## config.mk

```make
export PLATFORM = sky130hd
export DESIGN_NAME = adxl355_sync_ctrl
export DESIGN_NICKNAME = d
export VERILOG_FILES = /design/src/rtl/adxl355_sync_ctrl.sv
export SDC_FILE = /design/constraint.sdc
export NUM_CORES = 1
export LEC_CHECK = 0
export CAP_MARGIN = 20
export CORE_MARGIN = 2
export CORE_UTILIZATION = 59
export CTS_CLUSTER_DIAMETER = 50
export CTS_CLUSTER_SIZE = 16
export DETAILED_ROUTE_END_ITERATION = 6
export PLACE_DENSITY = 0.82
export SYNTH_ARGS = -nofsm -noshare
export SYNTH_HDL_FRONTEND = slang
export SYNTH_SLANG_ARGS = --single-unit
```

## constraint.sdc

```tcl
create_clock -name i_clk -period 4.3 [get_ports i_clk]
set_clock_uncertainty 0.2 [all_clocks]
set_input_delay 0.645 -clock i_clk [delete_from_list [all_inputs] [get_ports i_clk]]
set_output_delay 0.645 -clock i_clk [all_outputs]
set_load 0.02 [all_outputs]
```

## src/rtl/adxl355_sync_ctrl.sv

```systemverilog
// PPS-disciplined increment trim for the ADXL355 SYNC phase-accumulator generator.
// Optional PPS phase alignment of the generator is built only when ADXL355_SYNC_PHASE_EN is defined.
module adxl355_sync_ctrl #(
    parameter int unsigned clk_out0_hz  = 40000000,
    parameter int unsigned clk_sync_hz  = 1000,
    parameter int unsigned pa_sync_bits = 32,
    parameter int unsigned pps_tol_us   = 500,
    parameter int unsigned gain_shift   = 8,
    parameter int unsigned inc_range    = 4096,
    parameter int unsigned lock_tol     = 2,
    parameter int unsigned lock_n       = 3
) (
    input  logic                    i_clk,
    input  logic                    i_rst,
    input  logic                    i_pps,
    output logic [pa_sync_bits-1:0] o_pa_inc,
    output logic                    o_pa_load,
    output logic                    o_pps_valid,
    output logic                    o_locked,
    output logic signed [31:0]      o_err
);

    // state      | meaning
    // WAIT_FIRST | no reference edge yet; timeout disabled
    // TRACK      | counting the period since the last reference edge
    // UPDATE     | one cycle applying the trim from the last valid period

    localparam int unsigned PW = pa_sync_bits;
    localparam int unsigned GW = $clog2(lock_n + 1);

    localparam longint NOM = longint'(clk_out0_hz);
    localparam longint TOL = longint'(pps_tol_us) * longint'(clk_out0_hz) / 64'sd1000000;

    localparam logic signed [31:0] NOM_S   = 32'(NOM);
    localparam logic [31:0]        MIN_P   = 32'(NOM - TOL);
    localparam logic [31:0]        MAX_P   = 32'(NOM + TOL);
    localparam logic [31:0]        TMO_CNT = 32'(NOM + TOL - 1);

    localparam logic [63:0] INC_NOM64 = (64'(clk_sync_hz) << pa_sync_bits) / 64'(clk_out0_hz);
    localparam logic [63:0] RNG64     = 64'(inc_range);

    localparam logic signed [PW:0] INC_NOM_S = $signed({1'b0, INC_NOM64[PW-1:0]});
    localparam logic signed [PW:0] INC_RNG_S = $signed({1'b0, RNG64[PW-1:0]});
    localparam logic signed [PW:0] INC_LO    = INC_NOM_S - INC_RNG_S;
    localparam logic signed [PW:0] INC_HI    = INC_NOM_S + INC_RNG_S;

    localparam logic signed [31:0] LOCK_TOL_S = 32'(lock_tol);
    localparam logic [GW-1:0]      LOCK_N_V   = GW'(lock_n);

    typedef enum logic [1:0] {
        WAIT_FIRST = 2'd0,
        TRACK      = 2'd1,
        UPDATE     = 2'd2
    } state_t;

    state_t                state_q, state_d;
    logic                  pps_s1_q, pps_s2_q, pps_s3_q;
    logic [31:0]           cnt_q, cnt_d;
    logic [PW-1:0]         pa_inc_q, pa_inc_d;
    logic                  pps_valid_q, pps_valid_d;
    logic                  locked_q, locked_d;
    logic signed [31:0]    err_q, err_d;
    logic [GW-1:0]         good_q, good_d;

    logic                  pps_edge;
    logic [31:0]           period;
    logic signed [31:0]    meas_err;
    logic signed [PW:0]    corr;
    logic signed [PW:0]    inc_sum;
    logic                  err_in_tol;

`ifdef ADXL355_SYNC_PHASE_EN
    logic                  pa_load_q, pa_load_d;
`endif

    assign pps_edge   = pps_s2_q & ~pps_s3_q;
    assign period     = cnt_q + 32'd1;
    assign meas_err   = $signed(period) - NOM_S;
    assign corr       = (PW + 1)'(err_q >>> gain_shift);
    assign inc_sum    = $signed({1'b0, pa_inc_q}) - corr;
    assign err_in_tol = (err_q <= LOCK_TOL_S) && (err_q >= -LOCK_TOL_S);

    always_comb begin
        state_d     = state_q;
        cnt_d       = pps_edge ? 32'd0 : cnt_q + 32'd1;
        pa_inc_d    = pa_inc_q;
        pps_valid_d = pps_valid_q;
        locked_d    = locked_q;
        err_d       = err_q;
        good_d      = good_q;
`ifdef ADXL355_SYNC_PHASE_EN
        pa_load_d   = 1'b0;
`endif
        case (state_q)
            WAIT_FIRST: begin
                if (pps_edge) begin
                    state_d = TRACK;
`ifdef ADXL355_SYNC_PHASE_EN
                    pa_load_d = 1'b1;
`endif
                end
            end
            TRACK: begin
                if (pps_edge) begin
                    err_d = meas_err;
                    if (period >= MIN_P && period <= MAX_P) begin
                        pps_valid_d = 1'b1;
                        state_d     = UPDATE;
`ifdef ADXL355_SYNC_PHASE_EN
                        pa_load_d   = 1'b1;
`endif
                    end else begin
                        // Out-of-window edge is kept as the new reference.
                        pps_valid_d = 1'b0;
                        locked_d    = 1'b0;
                        good_d      = '0;
                    end
                end else if (cnt_q == TMO_CNT) begin
                    cnt_d       = 32'd0;
                    pps_valid_d = 1'b0;
                    locked_d    = 1'b0;
                    good_d      = '0;
                    state_d     = WAIT_FIRST;
                end
            end
            UPDATE: begin
                state_d = TRACK;
                if (inc_sum < INC_LO)
                    pa_inc_d = INC_LO[PW-1:0];
                else if (inc_sum > INC_HI)
                    pa_inc_d = INC_HI[PW-1:0];
                else
                    pa_inc_d = inc_sum[PW-1:0];
                if (err_in_tol)
                    good_d = (good_q == LOCK_N_V) ? good_q : good_q + GW'(1);
                else
                    good_d = '0;
                locked_d = (good_d == LOCK_N_V);
            end
            default: state_d = WAIT_FIRST;
        endcase
    end

    always_ff @(posedge i_clk) begin
        if (i_rst) begin
            state_q     <= WAIT_FIRST;
            pps_s1_q    <= 1'b0;
            pps_s2_q    <= 1'b0;
            pps_s3_q    <= 1'b0;
            cnt_q       <= 32'd0;
            pa_inc_q    <= INC_NOM_S[PW-1:0];
            pps_valid_q <= 1'b0;
            locked_q    <= 1'b0;
            err_q       <= 32'sd0;
            good_q      <= '0;
`ifdef ADXL355_SYNC_PHASE_EN
            pa_load_q   <= 1'b0;
`endif
        end else begin
            state_q     <= state_d;
            pps_s1_q    <= i_pps;
            pps_s2_q    <= pps_s1_q;
            pps_s3_q    <= pps_s2_q;
            cnt_q       <= cnt_d;
            pa_inc_q    <= pa_inc_d;
            pps_valid_q <= pps_valid_d;
            locked_q    <= locked_d;
            err_q       <= err_d;
            good_q      <= good_d;
`ifdef ADXL355_SYNC_PHASE_EN
            pa_load_q   <= pa_load_d;
`endif
        end
    end

    assign o_pa_inc    = pa_inc_q;
    assign o_pps_valid = pps_valid_q;
    assign o_locked    = locked_q;
    assign o_err       = err_q;
`ifdef ADXL355_SYNC_PHASE_EN
    assign o_pa_load   = pa_load_q;
`else
    assign o_pa_load   = 1'b0;
`endif

endmodule

```

### After elaboration in Yosys (flattened, before gate mapping)

Cells that the tools add are included.

* flip-flop bits (word level): 105
* word-level logic and storage cells: 63
* bits of input ports: 3
* output and inout bits: 67

* reductions and logical operators: 9
* bitwise operators: 2
* add/sub/neg operators: 4
* equal/unequal tests: 9
* order comparisons: 6
* muxes and demuxes: 23

Operators by type and width (number)
* 32-bit 2-to-1 mux: 6
* 33-bit by 18-bit > comparator with 1-bit output (second input constant): 1
* 33-bit by 18-bit < comparator with 1-bit output (second input constant): 1
* 33-bit by 24-bit subtractor with 33-bit output: 1
* 32-bit by 1-bit adder with 32-bit output (second input constant): 1
* 32-bit by 26-bit equality test with 1-bit output (second input constant): 1
* 32-bit by 2-bit greater-or-equal comparator with 1-bit output (second input constant): 1
* 32-bit by 26-bit greater-or-equal comparator with 1-bit output (second input constant): 1
* 32-bit by 26-bit less-or-equal comparator with 1-bit output (second input constant): 1
* 32-bit by 3-bit less-or-equal comparator with 1-bit output (second input constant): 1
* 32-bit by 27-bit subtractor with 32-bit output (second input constant): 1
* 2-bit 2-to-1 mux: 9
* 3-bit inequality test (second input constant): 3
* 2-bit equality test (second input constant): 3
* 2-bit one-hot mux with 3 select lines: 1
* 3-bit AND reduction: 2
* 1-bit 2-to-1 mux: 5
* 2-bit one-hot mux with 2 select lines: 1
* 2-bit AND reduction: 2
* 2-bit nonzero test: 2
* 2-bit by 1-bit adder with 2-bit output (second input constant): 1
* 2-bit by 1-bit equality test with 1-bit output (second input constant): 1
* 1-bit logical AND: 2
* 2-bit zero test: 1
* 4 further kinds: 4

### Logic depth before layout (Yosys ltp)

Gate-level depths: netlist of run 1.

* depth after elaboration: 6
* gate-level depth with buffers: 15

### Worst setup path after synthesis of run 1

OpenSTA, ideal clock, no wires.

* path type: reg2reg
* start: register err_q[31] (netlist: o_err[31])
* end: register pa_inc_q[1] (netlist: o_pa_inc[1])
* period minus slack after synthesis: 3.903 ns
* slack: 0.397 ns
* stages on the path, launching flop included: 14
* data arrival time: 3.561 ns
* required time: 3.959 ns
* library setup time: 0.141 ns
* cells stage by stage: dfxtp_1 > inv_1 > ha_1 > clkbuf_1 > inv_2 > o311ai_1 > a21oi_1 > mux2i_1 > or4_1 > or4b_1 > nor4_2 > nor4b_4 > buf_6 > a31oi_1

* longest elaborated chain between the ends: 4
* elaborated cells between the ends (all ways): 5

Ends and longest elaborated chain
* start, declared: line 62 `logic signed [31:0] err_q, err_d;`
* start signal, assigned: line 168 `err_q <= err_d;`
* 33-bit by 24-bit subtractor with 33-bit output (*): line 80 `assign inc_sum = $signed({1'b0, pa_inc_q}) - corr;`
* 33-bit by 18-bit > comparator with 1-bit output: line 130 `else if (inc_sum > INC_HI)`
* 32-bit 2-to-1 mux: line 130
* 32-bit 2-to-1 mux (*): line 128 `if (inc_sum < INC_LO)`
* end signal, assigned: line 151 `pa_inc_q <= INC_NOM_S[PW-1:0];`
* end signal, assigned: line 165 `pa_inc_q <= pa_inc_d;`
* end, declared: line 59 `logic [PW-1:0] pa_inc_q, pa_inc_d;`

Every way passes the cells marked *; elsewhere a longest branch is shown, timed or not.
A chain may end at the register's enable or synchronous reset.

### Final worst setup path of run 1

* start: register err_q[31] (netlist: o_err[31])
* end: register pa_inc_q[10] (netlist: o_pa_inc[10])

Same word-level chain as after synthesis.

==> impl_metrics.env, run 1 <==
export IMPL_status="complete, no violations"
export IMPL_dpl_cell_count=1192
export IMPL_regArea_um2=2100
export IMPL_max_cap_violations=0
export IMPL_synth_nets=1033
export IMPL_yosysTopAreaCell="dfxtp_1"
export IMPL_worst_setup_path_type="register to register"
export IMPL_synth_most_common_cell="nor2_1"
export IMPL_first_global_vias=7003
export IMPL_dieArea_um2=13800
export IMPL_arrival_ns=4.16
export IMPL_netSwitchingPower_mw=0.530
export IMPL_start_util_pct=60.4
export IMPL_clock_sinks=105
export IMPL_drt_antenna_violating_nets=0
export IMPL_synth_avg_cell_area_um2=7.66
export IMPL_netlist_area_leader_share_pct=27.6
export IMPL_period_share_pct=94.2
export IMPL_clockRootBuffer="clkbuf_16"
export IMPL_worst_setup_path_start_kind="register"
export IMPL_clk_pin_slew_ns=0.08
export IMPL_gp_congestion=0.965
export IMPL_netlist_area_um2=7620
export IMPL_comb_power_share_pct=7.9
export IMPL_syn_inst=994
export IMPL_p_leak_nw=3.12
export IMPL_timing_critical_path_from="o_err[31]$_SDFFE_PP0P_"
export IMPL_grt_max_degree=55
export IMPL_critical_path_required_ns=4.41
export IMPL_finalSetupTns_ns=0
export IMPL_io_pins=70
export IMPL_hold_path_class="register to register"
export IMPL_routed_wl_mm=22.3
export IMPL_worst_r2r_startpoint="o_err[31]$_SDFFE_PP0P_"
export IMPL_finalMaxSlewViolations=0
export IMPL_grt_antenna_before_repair=0
export IMPL_grtUsageTotal_pct=31.4
export IMPL_vias=7735
export IMPL_die_h_um=118
export IMPL_cts_made_buffers=9
export IMPL_synth_flop_cell="dfxtp_1"
export IMPL_fill_cells=1086
export IMPL_antenna_cells=0
export IMPL_wire_per_inst_um=18.4
export IMPL_first_pass_iters=6
export IMPL_drcViolationCount=0
export IMPL_ys_warn_count=0
export IMPL_power_density_nw_per_um2=229
export IMPL_via_per_inst=6.39
export IMPL_clkLatencyLatePin_ns=0.36
export IMPL_pwr_share_clk_pct=42.7
export IMPL_cts_hold_buf=0
export IMPL_internal_power_mw=1.47
export IMPL_tritoncts="done"
export IMPL_endpoint_kind="register"
export IMPL_grt_pass1_wl_mm=35.7
export IMPL_drive_above_1_share_pct=5.97
export IMPL_setup_viol=0
export IMPL_multi_input_area_um2=5130
export IMPL_rows=41
export IMPL_worstPathMaxFanout=14
export IMPL_ys_seq_area_share_pct=27.6
export IMPL_htreeDepth=3
export IMPL_area_growth_pct=14.6
export IMPL_hold_viol=0
export IMPL_min_period_ns=4.05
export IMPL_p_seq_share_pct=49.4
export IMPL_synth_seq_cells=105
export IMPL_coreArea_um2=12600
export IMPL_finalNetCount=1073
export IMPL_hp_start="pps_s1_q$_SDFF_PP0_"
export IMPL_drt_iter0_markers=694
export IMPL_synthArstFlopShare_pct=0
export IMPL_place_hpwl_mm=17.1
export IMPL_fmax_mhz=247
export IMPL_die_w_um=118
export IMPL_grt_overflow=0
export IMPL_vdd_drop_max_v=0.000186
export IMPL_swShare_pct=26.5
export IMPL_io_buffers=68
export IMPL_synth_edf_count=0
export IMPL_fin_util_pct=69.2
export IMPL_fin_cells=1211
export IMPL_relSlewSlack_pct=49.5
export IMPL_synth_area_leaders="dfxtp_1 28%, nor2_1 5.9%, ha_1 5.7%"
export IMPL_worst_slew_pin_slew_ns=0.751
export IMPL_clock_tree_buffer_depth=2
export IMPL_synth_cell_types=80
export IMPL_ys_top_cells_by_count="120 x nor2_1, 105 x dfxtp_1, 71 x nand2_1"
[layout by cell type, fill, tap and decap left out, types with 10 or more instances in the layout]
master,instances
nand3_1,33
o211ai_1,12
inv_1,36
nand4_1,34
o21ai_0,30
ha_1,33
nor2_1,120
xnor2_1,46
nor2b_1,15
xor2_1,18
a21oi_1,59
or3_1,16
o21ai_1,10
clkdlybuf4s50_1,67
dfxtp_1,105
and3_1,12
a211oi_1,28
nor4_1,26
nand2_1,71
buf_4,20
a31oi_1,14
nor3_1,21
o21a_1,11
mux2i_1,11
and2_1,23
[layout make-up]
cell class              count  share of cell area, %
well taps                 172                   2.46
flip-flops and latches    105                   24.1
inverters                  39                   1.72
multi-input cells         790                   58.8
clock buffers              10                   2.74
repair buffers             89                   9.51
clock inverters             6                  0.745
[power by group through the flow]
stage / clock network [mW] / logic, mW / registers (mW)
5_1_grt: 0.896 / 0.174 / 0.989
3_5_place_dp: 0 / 0.155 / 1.01
4_1_cts: 0.861 / 0.156 / 0.987
2_1_floorplan: 0 / 0.117 / 1.01
3_3_place_gp: 0 / 0.153 / 1.01
6_report: 0.855 / 0.158 / 0.988
[worst max-delay path: stages, from the launching register on]
cell	delay, ns
dfxtp_1	0.44
clkinvlp_4	0.23
ha_1	0.45
a21oi_1	0.29
o311ai_1	0.16
a21oi_1	0.19
mux2i_1	0.12
or4_1	0.52
or4b_1	0.53
nor4_2	0.23
nor4b_4	0.24
buf_4	0.23
a32o_1	0.17
[registers in the layout, indices dropped and copies added, names as in the netlist]
name	cells
o_err	32
pps_s3_q	1
o_pa_inc	32
good_q	2
state_q	2
pps_s2_q	1
pps_s1_q	1
o_pps_valid	1
o_locked	1
cnt_q	32
[per-layer routing]
layer,vias up,wire (um),GRT usage (%)
met5,-,0,0
met4,0,670,11.2
met3,53,1410,5.33
met2,287,10800,53.9
met1,3634,9430,39.6
li1,3761,-,-
[metrics by stage]
step	hold slack, ns	power [mW]	setup slack [ns]	instance area, um^2
5_1_grt	0.275	2.06	-0.0142	8730
4_1_cts	0.248	2.00	0.330	8700
6_report	0.249	2.00	0.248	8730
3_3_place_gp	0.237	1.16	0.431	8400
2_1_floorplan	0.214	1.13	0.397	7620
3_5_place_dp	0.225	1.17	0.355	8400
[kinds of logic after synthesis]
family	synth area share (%)
buf+inv	5.17
xor+xnor	7.36
compound gates	23.6
fa+ha+maj	6.01
flops	27.6
other cells	0.0492
mux	1.45
simple gates	28.8
[repair_timing]
| item | 4_1_cts | 5_1_grt |
|---|---|---|
| endpoints found under the setup margin | 0 | 11 |
| resized for setup | 0 | 4 |
| buffers inserted | 0 | 3 |
[worst paths after layout]
check        slack [ns]  cells past startpoint                        end
max                0.25                     12  o_pa_inc[10]$_SDFFE_PP0P_
min                0.25                      1        pps_s2_q$_SDFF_PP0_
max reg2reg        0.25                     12  o_pa_inc[10]$_SDFFE_PP0P_
min reg2reg        0.25                      1        pps_s2_q$_SDFF_PP0_
Power figures use the tool's default switching activity.
==> run 2, diff against run 1 <==
Settings changed: SLEW_MARGIN set to 5.
==> results of run 2 <==
No change in the layout: final DEF, timing and power equal those of run 1.
==> run 3, diff against run 2 <==
Settings changed: CORE_UTILIZATION 59 to 55, PLACE_DENSITY 0.82 to 0.77.
==> impl_metrics.env, run 3 (synthesis gave the netlist of run 1 again) <==
export IMPL_status="complete, no violations"
export IMPL_power_density_nw_per_um2=227
export IMPL_routed_wl_mm=22.4
export IMPL_postCtsSetupBuffers=0
export IMPL_gp_congestion=0.986
export IMPL_use_met3_pct=3.98
export IMPL_final_cell_mix="120 x nor2_1, 105 x dfxtp_1, 71 x nand2_1"
export IMPL_dpl_cell_count=1202
export IMPL_met1_usage_pct=40.6
export IMPL_antenna_cells=0
export IMPL_start_util_pct=55.5
export IMPL_grt_pass1_wl_mm=35.3
export IMPL_worst_setup_path_start_kind="register"
export IMPL_clock_tree_buffer_depth=2
export IMPL_arrival_ns=4.11
export IMPL_place_area_um2=8420
export IMPL_area_growth_pct=14.5
export IMPL_relSlewSlack_pct=50.8
export IMPL_place_hpwl_mm=17.4
export IMPL_timing_final_ws_setup_ns=0.293
export IMPL_hold_viol=0
export IMPL_coreArea_um2=13700
export IMPL_die_w_um=122
export IMPL_p_leak_nw=3.11
export IMPL_worst_slew_pin_slew_ns=0.733
export IMPL_grt_busiest_layer="met2"
export IMPL_cp_cell_sequence="inv_1, ha_1, a21oi_1, o21ai_0, a221oi_1, o21ai_0, or4_1, or4b_1, nor4_2, nor4b_4, buf_4, a32o_1"
export IMPL_drt_antenna_violating_nets=0
export IMPL_fmax_mhz=250
export IMPL_period_share_pct=93.2
export IMPL_endpoint_kind="register"
export IMPL_max_cap_violations=0
export IMPL_clkLatencyLatePin_ns=0.36
export IMPL_io_buffers=68
export IMPL_design_area_um2=8720
export IMPL_clock_sinks=105
export IMPL_first_pass_iters=6
export IMPL_drcViolationCount=0
export IMPL_grt_antenna_before_repair=0
export IMPL_cts_made_buffers=9
export IMPL_rsz0062_at_grt="false"
export IMPL_holdWs_ns=0.251
export IMPL_min_period_ns=4.01
export IMPL_mostFrequentLayoutCell="nor2_1"
export IMPL_rows=43
export IMPL_fin_cells=1218
export IMPL_finalNetCount=1072
export IMPL_vdd_drop_max_v=0.000210
export IMPL_drt_iter0_markers=613
export IMPL_cp_common_cell="o21ai_0"
export IMPL_finalSetupTns_ns=0
export IMPL_via_per_inst=6.30
export IMPL_grt_max_degree=55
export IMPL_clockRootBuffer="clkbuf_16"
export IMPL_critical_path_required_ns=4.41
export IMPL_fill_cells=1278
export IMPL_drive_above_1_share_pct=5.49
export IMPL_clk_pin_slew_ns=0.08
export IMPL_tritoncts="done"
export IMPL_io_pins=70
export IMPL_worst_setup_path_type="register to register"
export IMPL_worstPathMaxFanout=14
export IMPL_cts_resized=0
export IMPL_grtUsageTotal_pct=30.2
export IMPL_wire_per_inst_um=18.4
export IMPL_vias=7679
export IMPL_first_global_vias=6726
export IMPL_max_stage_delay_ns=0.53
export IMPL_cts_hold_buf=0
export IMPL_post_place_ws_ns=0.367
export IMPL_met2_usage_pct=49.4
export IMPL_dieArea_um2=14800
export IMPL_setup_viol=0
export IMPL_grt_overflow=0
export IMPL_crit_slowest_cell="or4b_1"
export IMPL_die_h_um=122
export IMPL_hold_path_class="register to register"
export IMPL_finalMaxSlewViolations=0
export IMPL_htreeDepth=3
-- run 3: cell types whose count changed in the layout (fill, tap and decap cells not counted), sizes merged --
cell,previous run,this run
buf,22,21
clkbuf,10,9
clkinvlp,1,0
inv,42,44
-- run 3: final timing paths --
| check | depth (start not counted) | from | slack, ns | end |
|---|---|---|---|---|
| worst min-delay path | 1 | pps_s1_q$_SDFF_PP0_ | 0.25 | pps_s2_q$_SDFF_PP0_ |
| worst max register to register | 12 | o_err[31]$_SDFFE_PP0P_ | 0.29 | o_pa_inc[10]$_SDFFE_PP0P_ |
| worst min register to register | 1 | pps_s1_q$_SDFF_PP0_ | 0.25 | pps_s2_q$_SDFF_PP0_ |
| worst max-delay path | 12 | o_err[31]$_SDFFE_PP0P_ | 0.29 | o_pa_inc[10]$_SDFFE_PP0P_ |
-- run 3: power breakdown --
group | internal (mW) | switching, mW | leakage (nW)
clock | 0.412 | 0.427 | 0.146
sequential | 0.978 | 0.00885 | 0.847
combinational | 0.0632 | 0.0944 | 2.12
-- run 3: per-layer routing --
metal | part of all wire, % | vias up
met2 | 47 | 244
met4 | 3.5 | 0
met5 | 0 | -
met1 | 44 | 3636
met3 | 5.3 | 50
li1 | - | 3749
-- run 3: layout make-up --
class	instances	area, um^2	area share, %
clock buffers	9	225	2.58
inverters	39	146	1.68
well taps	180	225	2.58
repair buffers	88	826	9.47
clock inverters	7	71.3	0.818
multi-input cells	790	5120	58.8
flip-flops and latches	105	2100	24.1
-- run 3: critical path: cells and delay by family, from the launching register on --
kind	cells	cell delay [ns]
flops	1	0.40
compound gates	5	1.01
fa+ha+maj	1	0.45
buf+inv	2	0.46
simple gates	4	1.43
-- run 3: per-stage QoR --
stage                     util, %  total power [mW]
after detailed placement     61.4              1.17
final                        63.6              1.98
after CTS                    63.6              1.99
after global placement       61.4              1.17
after global routing         63.6              2.05
after floorplan                 -              1.13
